### src/rtl/layer_compositor_pipe.sv
// N-layer priority compositor: picks the highest-priority visible layer per pixel, pipelines RGB/x/y/de,
// and latches per-frame overlaps between the player layer and every other layer.
module layer_compositor_pipe #(
  parameter int          N_LAYERS    = 16,
  parameter int          COLOR_W     = 8,
  parameter int          COORD_W     = 16,
  parameter int          PIPE_STAGES = 2,
  parameter int          KEY_EN      = 1,
  parameter logic [23:0] KEY_RGB     = 24'hFF00FF,
  parameter int          PLAYER_IDX  = 0
) (
  input  logic                            i_clk,
  input  logic                            i_rst_n,
  input  logic [COORD_W-1:0]              i_x,
  input  logic [COORD_W-1:0]              i_y,
  input  logic                            i_de,
  input  logic                            i_v_sync,
  input  logic [N_LAYERS-1:0]             i_layer_en,
  input  logic [N_LAYERS-1:0]             i_layer_hit,
  input  logic [N_LAYERS*3*COLOR_W-1:0]   i_layer_rgb,
  input  logic [3*COLOR_W-1:0]            i_bg_rgb,
  output logic [COLOR_W-1:0]              o_red,
  output logic [COLOR_W-1:0]              o_green,
  output logic [COLOR_W-1:0]              o_blue,
  output logic                            o_de,
  output logic [COORD_W-1:0]              o_x,
  output logic [COORD_W-1:0]              o_y,
  output logic [$clog2(N_LAYERS+1)-1:0]   o_layer_id,
  output logic [N_LAYERS-1:0]             o_coll_flags,
  output logic                            o_coll_pulse,
  output logic [15:0]                     o_frame_cnt
);
  localparam int RGB_W = 3 * COLOR_W;
  localparam int ID_W  = $clog2(N_LAYERS + 1);
  // The colour key is only meaningful for 8-bit channels.
  localparam bit               KEY_ON      = (KEY_EN != 0) && (COLOR_W == 8);
  localparam logic [RGB_W-1:0] KEY_CMP     = RGB_W'(KEY_RGB);
  localparam logic [N_LAYERS-1:0] PLAYER_MASK = N_LAYERS'(1) << PLAYER_IDX;

  generate
    if (PIPE_STAGES != 1 && PIPE_STAGES != 2) begin : g_bad_pipe
      $error("layer_compositor_pipe: PIPE_STAGES must be 1 or 2");
    end
    if (PLAYER_IDX < 0 || PLAYER_IDX >= N_LAYERS) begin : g_bad_player
      $error("layer_compositor_pipe: PLAYER_IDX out of range");
    end
  endgenerate

  logic [N_LAYERS-1:0] vis;

  generate
    for (genvar gi = 0; gi < N_LAYERS; gi++) begin : g_vis
      logic [RGB_W-1:0] px;
      assign px      = i_layer_rgb[gi*RGB_W +: RGB_W];
      assign vis[gi] = i_layer_hit[gi] & i_layer_en[gi] & ~(KEY_ON && (px == KEY_CMP));
    end
  endgenerate

  logic [RGB_W-1:0] sel_rgb;
  logic [ID_W-1:0]  sel_id;

  // Scan from lowest priority upwards so the lowest visible index overwrites last.
  always_comb begin
    sel_rgb = i_bg_rgb;
    sel_id  = ID_W'(N_LAYERS);
    for (int k = N_LAYERS - 1; k >= 0; k--) begin
      if (vis[k]) begin
        sel_rgb = i_layer_rgb[k*RGB_W +: RGB_W];
        sel_id  = ID_W'(k);
      end
    end
  end

  logic [RGB_W-1:0]   s1_rgb_d, s1_rgb_q;
  logic [ID_W-1:0]    s1_id_q;
  logic [COORD_W-1:0] s1_x_q, s1_y_q;
  logic               s1_de_q;

  assign s1_rgb_d = i_de ? sel_rgb : '0;

  always_ff @(posedge i_clk or negedge i_rst_n) begin
    if (!i_rst_n) begin
      s1_rgb_q <= '0;
      s1_id_q  <= '0;
      s1_x_q   <= '0;
      s1_y_q   <= '0;
      s1_de_q  <= 1'b0;
    end else begin
      s1_rgb_q <= s1_rgb_d;
      s1_id_q  <= sel_id;
      s1_x_q   <= i_x;
      s1_y_q   <= i_y;
      s1_de_q  <= i_de;
    end
  end

  logic [RGB_W-1:0]   out_rgb;
  logic [ID_W-1:0]    out_id;
  logic [COORD_W-1:0] out_x, out_y;
  logic               out_de;

  generate
    if (PIPE_STAGES == 2) begin : g_stage2
      logic [RGB_W-1:0]   s2_rgb_q;
      logic [ID_W-1:0]    s2_id_q;
      logic [COORD_W-1:0] s2_x_q, s2_y_q;
      logic               s2_de_q;

      always_ff @(posedge i_clk or negedge i_rst_n) begin
        if (!i_rst_n) begin
          s2_rgb_q <= '0;
          s2_id_q  <= '0;
          s2_x_q   <= '0;
          s2_y_q   <= '0;
          s2_de_q  <= 1'b0;
        end else begin
          s2_rgb_q <= s1_rgb_q;
          s2_id_q  <= s1_id_q;
          s2_x_q   <= s1_x_q;
          s2_y_q   <= s1_y_q;
          s2_de_q  <= s1_de_q;
        end
      end

      assign out_rgb = s2_rgb_q;
      assign out_id  = s2_id_q;
      assign out_x   = s2_x_q;
      assign out_y   = s2_y_q;
      assign out_de  = s2_de_q;
    end else begin : g_stage1_only
      assign out_rgb = s1_rgb_q;
      assign out_id  = s1_id_q;
      assign out_x   = s1_x_q;
      assign out_y   = s1_y_q;
      assign out_de  = s1_de_q;
    end
  endgenerate

  assign o_red      = out_rgb[RGB_W-1 -: COLOR_W];
  assign o_green    = out_rgb[2*COLOR_W-1 -: COLOR_W];
  assign o_blue     = out_rgb[COLOR_W-1:0];
  assign o_layer_id = out_id;
  assign o_x        = out_x;
  assign o_y        = out_y;
  assign o_de       = out_de;

  logic [N_LAYERS-1:0] acc_q, flags_q, hits_now, flags_d;
  logic                vs_q, pulse_q, frame_close;
  logic [15:0]         frame_cnt_q;

  assign hits_now    = (i_de && vis[PLAYER_IDX]) ? (vis & ~PLAYER_MASK) : '0;
  // Hits in the closing cycle itself belong to the frame being closed.
  assign flags_d     = acc_q | hits_now;
  assign frame_close = i_v_sync & ~vs_q;

  always_ff @(posedge i_clk or negedge i_rst_n) begin
    if (!i_rst_n) begin
      acc_q       <= '0;
      flags_q     <= '0;
      vs_q        <= 1'b0;
      pulse_q     <= 1'b0;
      frame_cnt_q <= '0;
    end else begin
      vs_q <= i_v_sync;
      if (frame_close) begin
        acc_q       <= '0;
        flags_q     <= flags_d;
        pulse_q     <= |flags_d;
        frame_cnt_q <= frame_cnt_q + 16'd1;
      end else begin
        acc_q   <= flags_d;
        pulse_q <= 1'b0;
      end
    end
  end

  assign o_coll_flags = flags_q;
  assign o_coll_pulse = pulse_q;
  assign o_frame_cnt  = frame_cnt_q;
endmodule
### config.mk
export PLATFORM = sky130hd
export DESIGN_NAME = layer_compositor_pipe
export DESIGN_NICKNAME = d
export VERILOG_FILES = /design/src/rtl/layer_compositor_pipe.sv
export SDC_FILE = /design/constraint.sdc
export NUM_CORES = 1
export LEC_CHECK = 0
export CAP_MARGIN = 20
export CORE_AREA = 2 2 223 225
export DETAILED_ROUTE_END_ITERATION = 12
export DIE_AREA = 0 0 225 227
export PLACE_DENSITY_LB_ADDON = 0.2
export REMOVE_ABC_BUFFERS = 1
export SETUP_SLACK_MARGIN = 0.05
export SYNTH_ARGS = -nofsm -noshare
export SYNTH_HDL_FRONTEND = slang
export SYNTH_SLANG_ARGS = --single-unit
### constraint.sdc
create_clock -name i_clk -period 1.5 [get_ports i_clk]
set_input_delay 0.375 -clock i_clk [delete_from_list [all_inputs] [get_ports i_clk]]
set_output_delay 0.375 -clock i_clk [all_outputs]
set_load 0.02 [all_outputs]
# --- Word level (Yosys, flattened, before mapping) ---
# Index checks and enable logic that the tools add are counted.
word_totals:
  out_inout_bits: 95
  reg_bits: 174
  inputBits: 476
  word_cells: 121
op_classes:
  n_mux: 36
  n_eq_ne: 16
  n_reduce_logical: 2
  n_addsub: 1
  bitwise_logic: 51
ops:
  columns: ["cell", "n"]
  rows:
  - ["$mux W24", 17]
  - ["$eq A24 B24 Y1 const B", 16]
  - ["$mux W5", 16]
  - ["$and A1 B1 Y1", 33]
  - ["$mux W16", 2]
  - ["$not A1 Y1", 17]
  - ["$add A16 B1 Y16 const B", 1]
  - ["$or A16 B16 Y16", 1]
  - ["$reduce_or A16 Y1", 1]
  - ["$logic_and A1 B1 Y1", 1]
  - ["$mux W1", 1]

# --- Longest topological paths before layout ---
# Gate-level depths: netlist (run 1).
logic_depth:
  ltp_word: 20
  ltp_mapped: 10
  depth_no_buf: 8

# --- Least setup slack after synthesis (run 1) ---
# No wires, ideal clock.
synth_path:
  path_type: "input-to-reg"
  from: "input i_layer_rgb[200]"
  to: "register s1_rgb_q[20]"
  path_buffers: 2
  setup_ps: 124
  arrival_ps: 2660
  stages: 8
  path_slack_ps: -1284
  required_ps: 1376
  path_cell_list: "or4_1 > or4_1 > o311ai_2 > buf_2 > buf_1 > a31oi_1 > a211oi_1 > nor2_1"
synth_via:
  elab_chain_cells: 13
synth_rtl:
  columns: ["element", "line", "rtl"]
  rows:
  - ["start, declared", "20", "input logic [N_LAYERS*3*COLOR_W-1:0] i_layer_rgb,"]
  - ["$eq A24 B24 Y1", "55", "assign vis[gi] = i_layer_hit[gi] & i_layer_en[gi] & ~(KEY_ON && (px == KEY_CMP));"]
  - ["$not A1 Y1", "55", null]
  - ["$and A1 B1 Y1", "55", null]
  - ["$mux W24 (9 in a row)", "67", "if (vis[k]) begin"]
  - ["$mux W24", "79", "assign s1_rgb_d = i_de ? sel_rgb : '0;"]
  - ["named net s1_rgb_d[20]", "74", "logic [RGB_W-1:0] s1_rgb_d, s1_rgb_q;"]
  - ["end signal, assigned", "89", "s1_rgb_q <= s1_rgb_d;"]
  - ["end, declared", "74", null]
# The timed path passes the listed nets, and every way through them passes these cells.
# A chain may end at the register's enable or synchronous reset.

# --- Worst setup path after layout (run 1) ---
layout_path:
  from: "input i_layer_rgb[350]"
  to: "register s1_rgb_q[20]"
layout_via:
  elab_chain_cells: 19
layout_rtl:
  columns: ["element", "line"]
  rows:
  - ["$eq A24 B24 Y1", "55"]
  - ["$not A1 Y1", "55"]
  - ["$and A1 B1 Y1", "55"]
  - ["$mux W24 (15 in a row)", "67"]
  - ["$mux W24", "79"]
  - ["named net s1_rgb_d[20]", "74"]
# The timed path passes the listed nets, and every way through them passes these cells.

==> results of run 1 <==
[report_power, final]
group / switching [mW] / internal, mW / total [mW] / leakage (nW)
Clock: 1.95 / 2.52 / 4.47 / 0.292
Combinational: 2.82 / 3.27 / 6.09 / 7.60
Sequential: 0.195 / 5.01 / 5.20 / 2.17
[worst paths after layout]
kind                            cells after the start        startpoint  slack [ps]                    to
worst max-delay path                               10  i_layer_rgb[350]       -1190          s1_rgb_q[20]
worst min-delay path                                3  i_layer_rgb[158]         340          s1_rgb_q[14]
worst max register to register                      4          acc_q[5]        -130          o_coll_pulse
worst min register to register                      0       s1_rgb_q[7]         340  g_stage2.s2_rgb_q[7]
max in group asynchronous                           3           i_rst_n         520               o_x[15]
min in group asynchronous                           2           i_rst_n         400       o_frame_cnt[13]
[kinds of logic after synthesis]
logic type | after synthesis
AO/OA/AOI/OAI | 365
XOR/XNOR | 15
adder cells (fa/ha/maj) | 1
buffers and inverters | 87
flip-flops | 172
other | 1
AND/OR/NAND/NOR | 429
[layout by cell type (no fill, tap or decap), types with 10 or more instances in the layout]
cell	n
a41oi_2	14
a22oi_1	28
dfrtp_1	170
dlygate4sd2_1	51
or4b_4	17
a311o_1	23
dlymetal6s2s_1	38
o21ai_1	21
buf_4	453
clkbuf_2	14
o21ai_0	29
a21oi_4	18
a211oi_2	15
a22oi_2	10
a21oi_1	28
clkdlybuf4s15_1	11
nand4b_1	22
o2111ai_2	11
nand3_1	19
nor2_1	64
buf_6	48
nand2_1	140
xnor2_1	11
nand4_1	65
clkdlybuf4s50_1	331
buf_2	94
o221ai_1	37
a222oi_1	20
a22o_1	16
diode_2	11
clkbuf_16	17
buf_12	43
[worst min-delay path, delay by kind of cell]
kind                   cells  cell delay, ps
buffers and inverters      1              70
AOI/OAI and AO/OA          2             290
[repair_timing]
item | 4_1_cts | 5_1_grt
hold buffers | 1 | 0
setup endpoints to repair | 146 | 84
gates cloned | 16 | 0
hold endpoints to repair | 24 | 0
pin swaps | 196 | 98
gates resized for setup | 831 | 138
setup buffers | 51 | 30
[final cells by class]
type,count,area (µm²)
diodes,11,27.5
clock buffers,20,447
clock inverters,12,138
fillers,4645,26000
inverters,7,26.3
multi-input cells,812,6560
flip-flops and latches,172,4310
well taps,622,778
repair buffers,1109,10200
[sequential cells by signal, indices dropped and copies added (netlist names), 15 cells and up]
signal	flops
g_stage2.s2_rgb_q	24
o_x	16
o_coll_flags	15
o_y	16
s1_y_q	16
s1_rgb_q	24
o_frame_cnt	16
acc_q	15
s1_x_q	16
[cells in the mapped netlist (all sizes together), types with 18 or more instances]
library cell / count
a31oi: 20
dfrtp: 172
a22oi: 38
nor2: 81
a211oi: 24
a222oi: 20
clkbuf: 63
or4b: 18
nand2: 150
a311o: 25
o221ai: 42
o21ai: 58
nand3: 24
nand4b: 22
a21oi: 51
nand4: 65
[per-layer routing]
| layer | vias to the layer above | GRT usage (%) | wire, µm |
|---|---|---|---|
| met5 | - | 0 | 69 |
| met2 | 690 | 47.1 | 34100 |
| met4 | 10 | 9.31 | 2430 |
| met1 | 6841 | 31.5 | 27700 |
| li1 | 6369 | - | - |
| met3 | 127 | 6.08 | 4920 |
==> summary.txt, run 1 <==
Detailed routing
  – Final WL: roughly 70000 µm
  – WL/cell: roughly 25 µm
  – DRT antenna net count: 0
  – Vias per cell: roughly 5.1
  – DRC: 0
  – Iteration-0 DRC Markers: between 800 and 900
  – TritonRoute pass-1 iters: 6
  – Via count: ~14000

Critical path
  – Worst Path Class, Setup: in -> reg
  – Most used cell, CP: buf_6
  – Crit path buf inv count: 3
  – Delay of the slowest critical-path stage: between 500 and 600 ps
  – Crit path max fanout: 8
  – Critical Path RT: approximately 1800 ps
  – Setup crit start kind: input pin
  – Data arrival time of the critical path: 3020 ps
  – Family with the most delay on the worst path: simple AND/OR/NAND/NOR gates
  – Critical-path top delay cell: or4b_4
  – Endpoint class of the critical path: flip-flop
  – Crit-path cells: buf_6 -> or4b_4 -> or4_4 -> o311ai_4 -> buf_6 -> buf_8 -> a311o_1 -> nand4_1 -> a211oi_2 -> nor2_1

Synth
  – Ys Warns: 0
  – Sequential area share after synthesis: between 40% and 50%
  – Synth async-reset ratio: 100%
  – Mux share of post-synthesis cell area: 0%
  – Combinational family with the most area after synthesis: compound AO/OA/AOI/OAI gates
  – Synth Area in Simple Gates: a little under a quarter
  – Synth area leader: dfrtp_1
  – Synthesized area: 9870 µm²
  – Number of synthesized flops with an enable pin: 0
  – Main synth FF type: dfrtp_1
  – Synth Area in Compound Gates: between 20% and 30%
  – Post-synthesis cell count: ~1100
  – Main area contributors after synthesis: dfrtp_1, nand2_1, nand4_1
  – Post-synthesis xor/xnor area fraction: 1.33%
  – Yosys top cell area share: between 40% and 50%
  – Number of distinct library cells after synthesis: between 60 and 70
  – Seq cells post-synth: 172
  – Post-synthesis adder-cell area fraction: 0.127%
  – Synthesized area per cell: approximately 9.2 µm²

Timing
  – Tcrit/Tclk final: 179%
  – Hold Fails Final Rpt: 0
  – Max Clock Skew: ~6 ps
  – Post-Route Setup TNS: -50200 ps
  – Slew HR: between 50% and 60%
  – Worst Tran Pin Value: 644 ps
  – Max Freq: around 0.37 GHz
  – Setup violators final: 60
  – Worst Setup Slack, final: -1190 ps
  – Post-layout min period: about 2700 ps
  – RSZ-0062 raised after global routing: true
  – Hold_ws: 336 ps
  – Count of pins over their slew limit: 0

Power
  – P per Cell Area: between 700 and 800 nW/µm²
  – Pleak: about 10 nW
  – Worst vdd ir: roughly 0.67 mV
  – PnR Total Power: roughly 16 mW

Clock tree
  – Clock sinks: between 150 and 200
  – Root Driver: clkbuf_16
  – CTS tree: yes
  – CTS clk-pin slew, worst paths: about 70 ps
  – H-tree levels: 4
  – Bufs on Longest Clock Path: 2
  – CTS buffer count: 17
  – Clk Latency, worst-skew pair: ~440 ps

GRT
  – Overall Global Routing Usage: 26.5%
  – Largest net degree at the start of global routing: between 40 and 50
  – Vias in the first global route: 14800
  – Global route total overflow: 0
  – First-pass GRT wire length: 97700 µm
  – Initial antenna violation count: 16

Placed design
  – PortBufs: ~570
  – Final GP Congestion: 0.955
  – Placed cell count: around 2600
  – Post-DP Area: about 20000 µm²
  – DPL Wire Length: 56100 µm
  – Dpl ws: -2750 ps

Run status
  – Status: complete, but fails checks
  – Failing checks: negative setup slack

Floorplanning
  – Ports: about 570
  – Core Area: ~49000 µm²
  – Die W: ~230 µm
  – Initial Utilization: 20.3%
  – Row cnt: 81
  – Die ar.: roughly 50000 µm²
  – Die height: 227 µm

Layout
  – Area delta synth->final: 128%
  – Non-Filler Instances: ~2800
  – Fraction of layout cells with a size suffix above 1: a little over two fifths
  – Post-Route Utilization: 46.3%
  – Final instance area: between 20000 and 25000 µm²
  – Nets: between 2000 and 3000

Worst hold path
  – Hold Crit Class: in -> reg

Job
  – Max-cap violation count: 0
No activity file was read; power rests on OpenSTA's default activity.
==> run 2: changes to the inputs <==
--- a/config.mk
+++ b/config.mk
@@ -10,8 +10,8 @@
 export DETAILED_ROUTE_END_ITERATION = 12
 export DIE_AREA = 0 0 225 227
 export PLACE_DENSITY_LB_ADDON = 0.2
-export REMOVE_ABC_BUFFERS = 1
 export SETUP_SLACK_MARGIN = 0.05
+export SLEW_MARGIN = 10
 export SYNTH_ARGS = -nofsm -noshare
 export SYNTH_HDL_FRONTEND = slang
 export SYNTH_SLANG_ARGS = --single-unit
==> summary.txt, run 2 (synthesis gave the netlist of run 1 again) <==
Run status
  – Status: complete, but fails checks
  – Failing checks: negative setup slack

Floorplanning
  – Die W: 225 µm (unchanged)
  – Die height: 227 µm (unchanged)
  – Ports: 571 (unchanged)
  – Initial Utilization: 20.3% (unchanged)
  – Die ar.: 51100 µm² (unchanged)
  – Core Area: 48500 µm² (unchanged)
  – Row cnt: 81 (unchanged)

Worst hold path
  – Hold path endpoint: vs_q
  – Hold Crit Class: in -> reg
  – Hold Crit Start: i_v_sync
  – Hold Path Depth: 2 (-1)

Power
  – PnR Total Power: 16.1 mW (+2.0%)
  – Worst vdd ir: 0.704 mV (+4.7%)
  – P per Cell Area: 687 nW/µm² (-1.9%)
  – Pleak: 10.5 nW (+3.9%)

Detailed routing
  – Via count: 14100 (+0.76%)
  – DRT antenna net count: 0 (unchanged)
  – Final WL: 71900 µm (+3.9%)
  – Vias per cell: 5.03 (-0.82%)
  – Iteration-0 DRC Markers: 1158 (+33%)
  – DRC: 0 (unchanged)
  – TritonRoute pass-1 iters: 8 (+2)
  – WL/cell: 25.6 µm (+2.3%)

Layout
  – Fill cells: 4640 (-0.11%)
  – Area delta synth->final: 137%
  – Fraction of layout cells with a size suffix above 1: 46.1% (+3.1 points)
  – Biggest regs: g_stage2.s2_rgb_q: 24 flops, s1_rgb_q: 24 flops
  – Most common cell after layout, fill and taps aside: buf_4
  – Multi-input gate area: 6990 µm² (+6.5%)
  – Storage element area: 4310 µm² (about the same)
  – Non-Filler Instances: 2809 (+1.6%)
  – Nets: 2636 (+1.5%)
  – Most frequent cells in the layout: buf_4, clkdlybuf4s50_1, dfrtp_1

Critical path
  – Crit-path cells: buf_6 -> or4b_4 -> or4_4 -> o311ai_4 -> buf_4 -> o221ai_1 -> nand3_1 -> o2111ai_2 -> a41oi_2
  – RR Startpoint: acc_q[5]
  – Critical Path RT: 1860 ps (+30 ps)
  – Reg2Reg Setup Slack: 0 ps (+130 ps)
  – Worst Path Class, Setup: in -> reg
  – Crit path max fanout: 14 (+6)
  – Worst r2r dst: o_coll_pulse
  – Critical-path top delay cell: or4b_4
  – Depth of the worst register-to-register path: 3 (-1)
  – Data arrival time of the critical path: 3010 ps (about the same)
  – Delay of the slowest critical-path stage: 520 ps (about the same)
  – Setup crit start: i_layer_rgb[229]
  – Endpoint class of the critical path: flip-flop
  – Setup crit start kind: input pin

GRT
  – Global route total overflow: 0 (unchanged)
  – First-pass GRT wire length: 101000 µm (+3.1%)
  – Overall Global Routing Usage: 27.2% (+0.61 points)
  – Largest net degree at the start of global routing: 48 (+12%)
  – Vias in the first global route: 15000 (+1.8%)
  – Initial antenna violation count: 16 (unchanged)

Synth
  – Syn nets: 1547

Timing
  – Worst Setup Slack, final: -1150 ps (+37.4 ps)
  – Hold Fails Final Rpt: 0 (unchanged)
  – Count of pins over their slew limit: 0 (unchanged)
  – Setup violators final: 60 (unchanged)
  – Tcrit/Tclk final: 177% (-2.5 points)
  – RSZ-0062 raised after global routing: true
  – Max Clock Skew: 13.2 ps (+7.23 ps)
  – Slew HR: 59.3% (+2.2 points)
  – Worst Tran Pin Value: 610 ps (-33.5 ps)
  – Max Freq: 0.377 GHz (+1.4%)
  – Post-layout min period: 2650 ps (-37.4 ps)

Placed design
  – Dpl ws: -2350 ps (+397 ps)
  – Final GP Congestion: 0.958 (+0.29%)
  – DPL Wire Length: 57100 µm (+1.8%)
  – Placed cell count: 2641 (+0.34%)
  – PortBufs: 569 (unchanged)

Clock tree
  – CTS buffer count: 17 (unchanged)
  – Root Driver: clkbuf_16
  – CTS clk-pin slew, worst paths: 80 ps (about the same)
  – Clock sinks: 172 (unchanged)
  – H-tree levels: 4 (unchanged)
  – Bufs on Longest Clock Path: 2 (unchanged)
  – CTS tree: yes
  – Clk Latency, worst-skew pair: 430 ps (about the same)

Job
  – Max-cap violation count: 0 (unchanged)
[run 2: cell count changes in the layout (fill, tap and decap cells not counted), sizes merged]
cell | previous run | this run
a21oi | 52 | 51
buf | 655 | 691
bufbuf | 3 | 6
clkbuf | 36 | 24
clkdlybuf4s15 | 14 | 11
clkdlybuf4s50 | 331 | 316
clkinv | 6 | 3
clkinvlp | 0 | 3
diode | 11 | 16
dlygate4sd2 | 51 | 75
dlymetal6s2s | 38 | 42
inv | 11 | 13
or2 | 3 | 4
[run 2: layout make-up]
cell class	instances	share of cell area, %
diodes	16	0.171
clock buffers	17	1.82
multi-input cells	812	29.8
well taps	622	3.32
inverters	7	0.123
flip-flops and latches	172	18.4
repair buffers	1149	45.7
clock inverters	14	0.673
[run 2: power breakdown]
group          switching (mW)  internal, mW
Combinational            3.00          3.41
Clock                    1.98          2.48
Sequential              0.209          5.01
Total                    5.19          10.9
[run 2: routing by layer]
metal	up-vias	GRT usage (%)	share of wire, %
li1	6462	-	-
met3	104	5.05	5.9
met2	598	47.8	50
met1	6977	33.6	41
met5	-	0	0.018
met4	2	8.27	2.9
[run 2: how the worst max path moves through the flow]
stage                         endpoint  slack (ps)
after floorplan            s1_rgb_q[4]       -1060
after global placement    s1_rgb_q[22]       -2320
after detailed placement  s1_rgb_q[10]       -2350
after CTS                 s1_rgb_q[17]       -1190
after global routing      s1_rgb_q[22]       -1210
final                     s1_rgb_q[19]       -1150
[run 2: critical path: cells and delay by family]
kind	cells	cell delay, ps
and+or+nand+nor	3	1190
AOI/OAI and AO/OA	4	1000
buffers and inverters	2	420
[run 2: per-stage QoR]
step           hold WS, ps  setup TNS [ps]  util (%)  instance area, µm²
6_report               333          -48590      48.2               23400
5_1_grt                337          -50890      48.2               23400
4_1_cts                308          -49420      46.7               22700
3_5_place_dp           267         -117580      41.2               20000
3_3_place_gp           265         -116030      41.2               20000
2_1_floorplan         79.4          -46140         -               10300
[run 2: timing repair]
item / CTS / global route
pin swaps: 166 / 135
resized for setup: 884 / 191
cloned: 19 / 2
hold buffers: 1 / 0
setup endpoints to repair: 160 / 92
endpoints found under the hold margin: 20 / 0
setup buffers: 74 / 38
==> run 3: changes to the inputs <==
--- a/config.mk
+++ b/config.mk
@@ -9,6 +9,7 @@
 export CORE_AREA = 2 2 223 225
 export DETAILED_ROUTE_END_ITERATION = 12
 export DIE_AREA = 0 0 225 227
+export GPL_TIMING_DRIVEN = 0
 export PLACE_DENSITY_LB_ADDON = 0.2
 export SETUP_SLACK_MARGIN = 0.05
 export SLEW_MARGIN = 10
==> summary.txt, run 3 (synthesis gave the netlist of run 1 again) <==
Power
  – Pleak: 8.28 nW (-21%)
  – Worst vdd ir: 0.771 mV (+9.5%)
  – P per Cell Area: 761 nW/µm² (+11%)

Layout
  – Most frequent cells in the layout: clkdlybuf4s50_1, dfrtp_1, nand2_1
  – Multi-input gate area: 6700 µm² (-4.1%)
  – Nets: 2257 (-14%)
  – Area delta synth->final: 101%
  – Biggest regs: g_stage2.s2_rgb_q: 24 flops, s1_rgb_q: 24 flops
  – Fraction of layout cells with a size suffix above 1: 31.4% (-15 points)
  – Storage element area: 4310 µm² (unchanged)
  – Most common cell after layout, fill and taps aside: clkdlybuf4s50_1
  – Fill cells: 4855 (+4.6%)

GRT
  – Largest net degree at the start of global routing: 99 (+110%)
  – Overall Global Routing Usage: 25.7% (-1.4 points)
  – Vias in the first global route: 13400 (-11%)
  – Global route total overflow: 0 (unchanged)
  – First-pass GRT wire length: 94200 µm (-6.5%)
  – Initial antenna violation count: 17 (+1)

Critical path
  – Data arrival time of the critical path: 3100 ps (+90 ps)
  – Crit path max fanout: 5 (-9)
  – Crit path buf inv count: 5 (+3)
  – Worst Path Class, Setup: in -> reg
  – Delay of the slowest critical-path stage: 520 ps (about the same)
  – Setup crit start kind: input pin
  – Family with the most delay on the worst path: simple AND/OR/NAND/NOR gates
  – Crit-path cells: buf_6 -> or4b_4 -> or4_4 -> o311ai_4 -> buf_12 -> buf_6 -> buf_12 -> buf_4 -> nor2_1 -> a311o_1 -> nand4_1 -> o2111ai_2 -> a41oi_2
  – Endpoint class of the critical path: flip-flop
  – Critical-path top delay cell: or4b_4
  – Critical Path RT: 1860 ps (about the same)

Floorplanning
  – Die height: 227 µm (unchanged)
  – Ports: 571 (unchanged)
  – Row cnt: 81 (unchanged)
  – Initial Utilization: 20.3% (unchanged)
  – Die ar.: 51100 µm² (unchanged)
  – Die W: 225 µm (unchanged)
  – Core Area: 48500 µm² (unchanged)

Timing
  – RSZ-0062 raised after global routing: true
  – Hold_ws: -37.4 ps (-370 ps)
  – Slew HR: 46.7% (-13 points)
  – Post-Route Setup TNS: -49940 ps (-1350 ps)
  – Max Clock Skew: 16.8 ps (+3.64 ps)
  – Tcrit/Tclk final: 182% (+5.6 points)
  – Worst Tran Pin Value: 799 ps (+189 ps)
  – Max Freq: 0.365 GHz (-3.0%)
  – Worst Setup Slack, final: -1240 ps (-83.4 ps)
  – Count of pins over their slew limit: 0 (unchanged)
  – Hold Fails Final Rpt: 36 (+36)
  – Setup violators final: 60 (unchanged)
  – Post-layout min period: 2740 ps (+83.4 ps)

Job
  – Max-cap violation count: 0 (unchanged)

Placed design
  – PortBufs: 569 (unchanged)
  – DPL Wire Length: 55600 µm (-2.6%)
  – Final GP Congestion: 0.958 (about the same)

Clock tree
  – CTS clk-pin slew, worst paths: 70 ps (about the same)
  – CTS tree: yes
  – Root Driver: clkbuf_16
  – CTS buffer count: 17 (unchanged)
  – H-tree levels: 4 (unchanged)
  – Bufs on Longest Clock Path: 2 (unchanged)
  – Clk Latency, worst-skew pair: 450 ps (+20 ps)
  – Clock sinks: 172 (unchanged)

Detailed routing
  – DRT antenna net count: 0 (unchanged)
  – Iteration-0 DRC Markers: 1132 (-2.2%)
  – Via count: 13000 (-8.2%)
  – TritonRoute pass-1 iters: 9 (+1)
  – WL/cell: 28.0 µm (+9.2%)
  – DRC: 0 (unchanged)
  – Final WL: 67900 µm (-5.5%)
  – Vias per cell: 5.34 (+6.1%)

Run status
  – Failing checks: negative hold slack, negative setup slack
  – Status: complete, but fails checks

Synth
  – Syn nets: 1547 (unchanged)

Worst hold path
  – Hold Crit Class: in -> async
## run 3: cell count changes in the layout (fill, tap and decap cells not counted), sizes merged, moves of 2 or more
cell	change
buf	-419
clkbuf	+46
clkdlybuf4s50	+26
dlygate4sd2	-23
bufbuf	-5
clkdlybuf4s15	+5
dlymetal6s2s	-4
inv	-2
## run 3: what timing repair did
item	CTS	global route
hold endpoints to repair	36	0
setup buffers	72	47
resized for setup	840	187
pin swaps	130	111
setup endpoints to repair	162	75
gates cloned	10	1
## run 3: path summary, 6_finish.rpt
check | startpoint | endpoint | slack, ps | depth (start not counted)
setup / recovery | i_layer_rgb[351] | s1_rgb_q[15] | -1240 | 13
hold / removal | i_rst_n | s1_y_q[15] | -40 | 1
setup reg to reg | acc_q[6] | o_coll_pulse | 30 | 3
hold reg to reg | s1_id_q[1] | o_layer_id[1] | 340 | 0
max in group asynchronous | i_rst_n | o_frame_cnt[4] | 710 | 2
min in group i_clk | i_v_sync | vs_q | 200 | 1
## run 3: layer usage
metal	track usage, %	wire length, µm
met5	0	27
met4	8.12	2030
met3	4.98	4870
met2	42.5	32200
met1	33.9	28800
## run 3: cell type report
class / instances / share of cell area, %
Antenna cell: 16 / 0.201
Buffer: 73 / 4.30
Clock buffer: 20 / 2.30
Clock inverter: 10 / 0.667
Inverter: 7 / 0.145
Multi-Input combinational cell: 811 / 33.7
Sequential cell: 172 / 21.7
Tap cell: 622 / 3.92
Timing Repair Buffer: 698 / 33.1
## run 3: worst register-to-register path, delay by kind of cell (launching register included)
kind             cells  cell delay [ps]
flip-flops           1              400
AND/OR/NAND/NOR      2              770
AO/OA/AOI/OAI        1              160
## run 3: metrics by stage
| stage | total power, mW | util [%] | worst slack (ps) | instances | area, µm² |
|---|---|---|---|---|---|
| 6_report | 15.1 | 40.9 | -1240 | 2429 | 19900 |
| 3_3_place_gp | 9.79 | 34.6 | -7860 | 2261 | 16800 |
| 3_5_place_dp | 9.81 | 34.7 | -2760 | 2262 | 16800 |
| 5_1_grt | 15.7 | 40.9 | -1310 | 2427 | 19900 |
| 4_1_cts | 15.0 | 39.1 | -1280 | 2368 | 19000 |
| 2_1_floorplan | 6.91 | - | -1060 | 1070 | 10300 |
## run 3: report_power, final
part / internal, mW / total (mW) / switching [mW]
sequential: 5.01 / 5.21 / 0.192
clock: 2.56 / 4.53 / 1.97
combinational: 2.63 / 5.38 / 2.75
total: 10.2 / 15.1 / 4.90
==> RTL change 1 (config.mk and constraints of run 3) <==
Take the reset off `s1_rgb_q` and load it in a clocked block of its own.
--- a/src/rtl/layer_compositor_pipe.sv
+++ b/src/rtl/layer_compositor_pipe.sv
@@ -80,18 +80,20 @@
 
   always_ff @(posedge i_clk or negedge i_rst_n) begin
     if (!i_rst_n) begin
-      s1_rgb_q <= '0;
       s1_id_q  <= '0;
       s1_x_q   <= '0;
       s1_y_q   <= '0;
       s1_de_q  <= 1'b0;
     end else begin
-      s1_rgb_q <= s1_rgb_d;
       s1_id_q  <= sel_id;
       s1_x_q   <= i_x;
       s1_y_q   <= i_y;
       s1_de_q  <= i_de;
     end
+  end
+
+  always_ff @(posedge i_clk) begin
+    s1_rgb_q <= s1_rgb_d;
   end
 
   logic [RGB_W-1:0]   out_rgb;
Behaviour: not the same (a bounded check fails within 4 cycles, from zero or initial values and one cycle with i_rst_n low).
==> RTL change 1 against run 3 <==
  * The flow finishes with violations (setup timing)
  * Synthesized area down 0.93%
  * Power up 1.4%
  * Final area is 2.3% higher
  * Core utilization increased by 0.94 points
  * Via count rose by 0.15%
  * Wire length increased by 3.6%
  * Synthesized cell count up 0.37%
  * Worst setup slack worse by 0.10 ns
  * Die area stayed put
  * Sequential cell count is the same
  * Non-clock buffer count is 10 higher
  * Critical path type unchanged
  * Largest power group unchanged
==> RTL change 1: results (changes against run 3) <==
================================================================================
Synth unique cells ................................................           69   was 62
IR Drop Worst-Case VDD ............................................       720 uV   was 771 uV
Leakage power figure ..............................................   0.00891 uW   was 0.00828 uW
Top cells by count, synth ......................................... 148 x dfrtp_1, 101 x nand2_1, 88 x nor2_1   was 172 x dfrtp_1, 150 x nand2_1, 81 x nor2_1
R2r worst-path depth ..............................................            6   was 3
Critical Path Fanout Max ..........................................            3   was 5
Filler cell count .................................................        4,778   was 4,855
Crit path arrival time ............................................      3.15 ns   was 3.10 ns
Capture point of the critical path ................................ s1_rgb_q[20]   was s1_rgb_q[15]
Share of async-settable or async-resettable flops after synthesis .        86.0%   was 100%
Area fraction of the dominant cell type after synthesis ...........        37.9%   was 43.6%
Share of layout cells above drive strength 1 ......................        34.9%   was 31.4%
Cell type group with the largest total delay on the critical path . compound AO/OA/AOI/OAI gates   was simple AND/OR/NAND/NOR gates
Timing startpoint of the critical path ............................ i_layer_rgb[104]   was i_layer_rgb[351]
Sequential fraction of the synthesis area .........................        42.8%   was 43.6%
Detailed-route via count ..........................................       13,000   about the same
Area used by sequential logic in the layout ....................... 0.00419 sq mm   was 0.00431 sq mm
Actual transition at the worst max-transition pin .................     0.589 ns   was 0.799 ns
Number of input and output port buffers inserted ..................          569   unchanged
Worst path setup slack after routing ..............................     -1.34 ns   was -1.24 ns
Cell at the slowest stage of the critical path .................... clkdlybuf4s50_1   was or4b_4
Initial antenna violation count ...................................           14   was 17
CTS HTree Levels ..................................................            4   unchanged
Maximum number of pins on one net before global-route repair ......           92   was 99
Total wirelength of the detailed-routed design ....................      70.4 mm   was 67.9 mm
Failing checks .................................................... setup timing   was hold timing, setup timing
TritonRoute pass-1 iters ..........................................            5   was 9
Startpoint of the worst register-to-register path .................         vs_q   was acc_q[6]
Final count of negative-setup-slack endpoints .....................           60   unchanged
Net Sw Frac .......................................................        33.9%   was 32.5%
Layout Nets .......................................................        2,274   was 2,257
Global-route wire length before repair ............................      96.1 mm   was 94.2 mm
Status ............................................................ finished, violations left   unchanged
Synthesized net count .............................................        1,551   was 1,547
Type of the most critical hold path ...............................    in -> reg   was in -> async
Post-Place Worst Slack ............................................     -2.77 ns   was -2.76 ns
All-layer global routing usage ....................................        26.4%   was 25.7%
Total placed instance area ........................................ 0.0168 sq mm   about the same
Destination of the worst register-to-register timing path ......... o_frame_cnt[15]   was o_coll_pulse
Top cells by area in the synthesized netlist ...................... dfrtp_1 38%, dfxtp_1 4.9%, a21oi_1 4.2%, a221o_1 4.1%, nand2_1 3.9%   was dfrtp_1 44%, nand2_1 5.7%, nand4_1 4.1%, o221ai_1 3.7%, nor2_1 3.1%
Clock latency reported for the late side of the worst-skew pair ...      0.45 ns   about the same
Final weighted congestion in routability-driven placement .........        0.960   was 0.958
Number of DRC markers in iteration 0 ..............................          934   was 1,132
Fin Clk Skew ......................................................   0.00984 ns   was 0.0168 ns
TNS Setup .........................................................    -51.86 ns   was -49.94 ns
================================================================================
RTL change 1: changes by cell type in the layout (fill, tap and decap cells not counted), sizes merged, moves of 28 or more:
cell	delta
a22oi	-38
clkdlybuf4s50	-62
clkbuf	+66
buf	-72
dlymetal6s2s	+47
nand2	-49
inv	+33
a2111oi	+28
a21oi	+33
dlygate4sd2	+35
o221ai	-34
a221o	+40
RTL change 1: cell families (layout without fill, tap and decap cells):
| kind of cell | Yosys count | count (layout) | synth area share, % |
|---|---|---|---|
| compound gates | 373 | 373 | 29.0 |
| xor+xnor | 15 | 15 | 1.34 |
| fa+ha+maj | 1 | 1 | 0.128 |
| buf+inv | 117 | 852 | 4.76 |
| flops | 172 | 172 | 42.8 |
| other cells | 1 | 12 | 0.0383 |
| simple gates | 395 | 395 | 21.9 |
RTL change 1: worst min-delay path by stage:
stage | from | to | slack [ns] | depth (start not counted)
finish | i_v_sync | vs_q | 0.1 | 1
global route | i_v_sync | vs_q | 0.08 | 1
CTS | i_layer_rgb[36] | s1_rgb_q[12] | 0.28 | 3
detailed placement | s1_rgb_q[11] | g_stage2.s2_rgb_q[11] | 0.32 | 0
global placement | s1_rgb_q[8] | g_stage2.s2_rgb_q[8] | 0.32 | 0
floorplan | i_rst_n | acc_q[10] | 0.08 | 0
RTL change 1: what timing repair did:
action,4_1_cts,5_1_grt
hold buffers,1,0
resized for setup,610,368
endpoints found under the hold margin,90,0
pin swaps,100,82
endpoints found under the setup margin,162,207
gates cloned,5,2
buffers inserted,81,51
RTL change 1: power groups by stage:
stage	Sequential [uW]	Clock, uW	Combinational [uW]
6_report	5230	4560	5530
5_1_grt	5270	4860	5780
4_1_cts	5230	4660	5310
3_5_place_dp	5320	0	4610
3_3_place_gp	5310	0	4610
2_1_floorplan	5560	0	1370
RTL change 1: area by class of cell:
class,instances,share of cell area [%]
diodes,11,0.135
plain buffers,74,3.80
clock buffers,17,2.09
clock inverters,14,0.806
inverters,40,0.739
multi-input cells,785,35.1
flip-flops and latches,172,20.6
well taps,622,3.83
repair buffers,707,32.8
RTL change 1: routing by layer:
metal | vias up | GRT usage, % | share of wire [%]
met2 | 792 | 44.5 | 48
met1 | 6406 | 33.2 | 41
met3 | 119 | 6.00 | 7.4
met5 | - | 0 | 0.061
li1 | 5678 | - | -
met4 | 6 | 8.93 | 3.3
RTL change 1: stage by stage:
step / instances / hold WS [ns]
3_3_place_gp: 2265 / 0.318
4_1_cts: 2381 / 0.279
2_1_floorplan: 1074 / 0.0794
5_1_grt: 2438 / 0.0847
6_report: 2442 / 0.0983
3_5_place_dp: 2266 / 0.320
RTL change 1: worst register-to-register path, stage by stage, from the launching register on:
cell     delay [ns]
dfrtp_1        0.39
nor2b_2        0.12
and4_1         0.23
and2_4         0.19
nand4_1        0.18
nor2_1         0.16
xor2_1         0.15
==> RTL change 2 (settings of run 3) <==
Without the edit above. `KEY_EN`: 1 -> 0.
--- a/src/rtl/layer_compositor_pipe.sv
+++ b/src/rtl/layer_compositor_pipe.sv
@@ -5,7 +5,7 @@
   parameter int          COLOR_W     = 8,
   parameter int          COORD_W     = 16,
   parameter int          PIPE_STAGES = 2,
-  parameter int          KEY_EN      = 1,
+  parameter int          KEY_EN      = 0,
   parameter logic [23:0] KEY_RGB     = 24'hFF00FF,
   parameter int          PLAYER_IDX  = 0
 ) (
Behaviour: not the same (a bounded check fails within 4 cycles, from zero or initial values and one cycle with i_rst_n low).
==> RTL change 2 against run 3 <==
  * The run still ends with hold timing, setup timing left
  * Die area unchanged
  * Worst setup slack better by 1.2 ns
  * Fmax is 73% higher
  * Final area is essentially flat
  * Sequential cell count did not move
  * Critical path depth fell by 4
  * Power rose by 3.3%
  * Combinational power is 7.8% higher
  * Wire length is 1.1% lower
  * Synthesized area decreased by 9.2%
  * Largest cell class unchanged
  * Largest power group unchanged
==> RTL change 2: results (changes against run 3) <==
==============================================================================
Status .......................................................... finished, violations left   unchanged
Failing checks .................................................. hold timing, setup timing   unchanged
Initial antenna violation count .................................           22   was 17
Timing startpoint of the critical path .......................... i_layer_en[7]   was i_layer_rgb[351]
Synth unique cells ..............................................           53   was 62
Clock latency reported for the late side of the worst-skew pair .      0.47 ns   was 0.45 ns
Worst path setup slack after routing ............................   -0.0779 ns   was -1.24 ns
Max-Slew Margin vs Limit ........................................        58.4%   was 46.7%
Sequential fraction of the synthesis area .......................        48.0%   was 43.6%
HPWL reported at the end of detailed placement ..................      51.9 mm   was 55.6 mm
Met2 Wirelength .................................................      33.2 mm   was 32.2 mm
TritonRoute pass-1 iters ........................................            5   was 9
Met1 Routed Length ..............................................      27.8 mm   was 28.8 mm
Top cells by count, synth ....................................... 172 x dfrtp_1, 93 x nor3_1, 88 x o21ai_0   was 172 x dfrtp_1, 150 x nand2_1, 81 x nor2_1
Worst hold slack ................................................    -0.119 ns   was -0.0374 ns
Cell at the slowest stage of the critical path ..................     a222oi_1   was or4b_4
Final count of negative-setup-slack endpoints ...................           17   was 60
Met3 Routed Length ..............................................      4.35 mm   was 4.87 mm
Startpoint of the worst register-to-register path ...............         vs_q   was acc_q[6]
Synthesized net count ...........................................        1,444   was 1,547
Maximum number of pins on one net before global-route repair ....          100   was 99
Top cells by area in the synthesized netlist .................... dfrtp_1 48%, nor3_1 5.2%, o21ai_0 4.9%, nor4_1 4.8%, nand2_1 3.0%   was dfrtp_1 44%, nand2_1 5.7%, nand4_1 4.1%, o221ai_1 3.7%, nor2_1 3.1%
Slack of the worst reg-to-reg path ..............................      0.08 ns   was 0.03 ns
All-layer global routing usage ..................................        25.7%   about the same
Hold violation total from the final report ......................           73   was 36
==============================================================================
## RTL change 2: cell count changes after synthesis, moves of 25 or more
cell / change
nand2_1: -79
nor4_1: +54
a311o_1: -25
o21ai_0: +34
nand4_1: -61
a21oi_1: -32
nor3_1: +90
## RTL change 2: repair_timing
action / 4_1_cts / 5_1_grt
buffers inserted: 93 / 19
setup endpoints to repair: 158 / 64
gates resized for setup: 1082 / 150
gates cloned: 12 / 1
endpoints found under the hold margin: 73 / 73
pin swaps: 121 / 83
## RTL change 2: kinds of logic after synthesis
family / count (synthesis) / share of synthesized area [%]
other cells: 1 / 0.0418
compound gates: 319 / 25.4
simple gates: 371 / 20.8
fa+ha+maj: 1 / 0.140
flops: 172 / 48.0
xor+xnor: 15 / 1.47
buf+inv: 88 / 4.12
## RTL change 2: layout make-up
type                    count  area (sq um)
diodes                     20          50.0
plain buffers              77           980
clock buffers              18           429
clock inverters            14           158
fillers                  4810         28700
multi-input cells         707          6440
flip-flops and latches    172          4310
well taps                 622           778
repair buffers            693          6720
## RTL change 2: critical path: cells and delay by family
kind	cells	cell delay, ns
buf+inv	4	0.61
simple gates	3	0.50
compound gates	2	0.41
## RTL change 2: report_power, final
part | total (uW) | leakage (uW) | internal, uW | switching [uW]
clock network | 4560 | 0.000284 | 2480 | 2080
registers | 5240 | 0.00216 | 5050 | 191
logic | 5800 | 0.00536 | 2920 | 2880
total | 15600 | 0.00780 | 10500 | 5160
## RTL change 2: worst max-delay path by stage
stage	end	slack, ns	depth (start not counted)
after global routing	s1_rgb_q[14]	-0.12	8
after floorplan	s1_rgb_q[20]	-0.20	6
after global placement	o_frame_cnt[1]	-8.19	1
after detailed placement	s1_rgb_q[16]	-2.11	7
final	s1_rgb_q[13]	-0.08	9
after CTS	s1_rgb_q[14]	-0.12	8
## RTL change 2: routing by layer
layer  track usage (%)  up-vias
met1              31.3     5750
met5                 0        -
met2              43.3      500
li1                  -     5150
met4              10.5        2
met3              6.36       90
## RTL change 2: per-stage QoR
step | TNS, ns | std cells | hold slack, ns | utilization (%) | area, sq um
2_1_floorplan | -4.08 | 967 | 0.0794 | - | 9180
3_3_place_gp | -1382.58 | 2158 | 0.332 | 32.3 | 15700
3_5_place_dp | -96.30 | 2161 | 0.335 | 32.4 | 15700
4_1_cts | -0.847 | 2293 | -0.112 | 39.3 | 19100
5_1_grt | -1.17 | 2320 | -0.0952 | 40.9 | 19800
6_report | -0.665 | 2323 | -0.119 | 40.9 | 19900
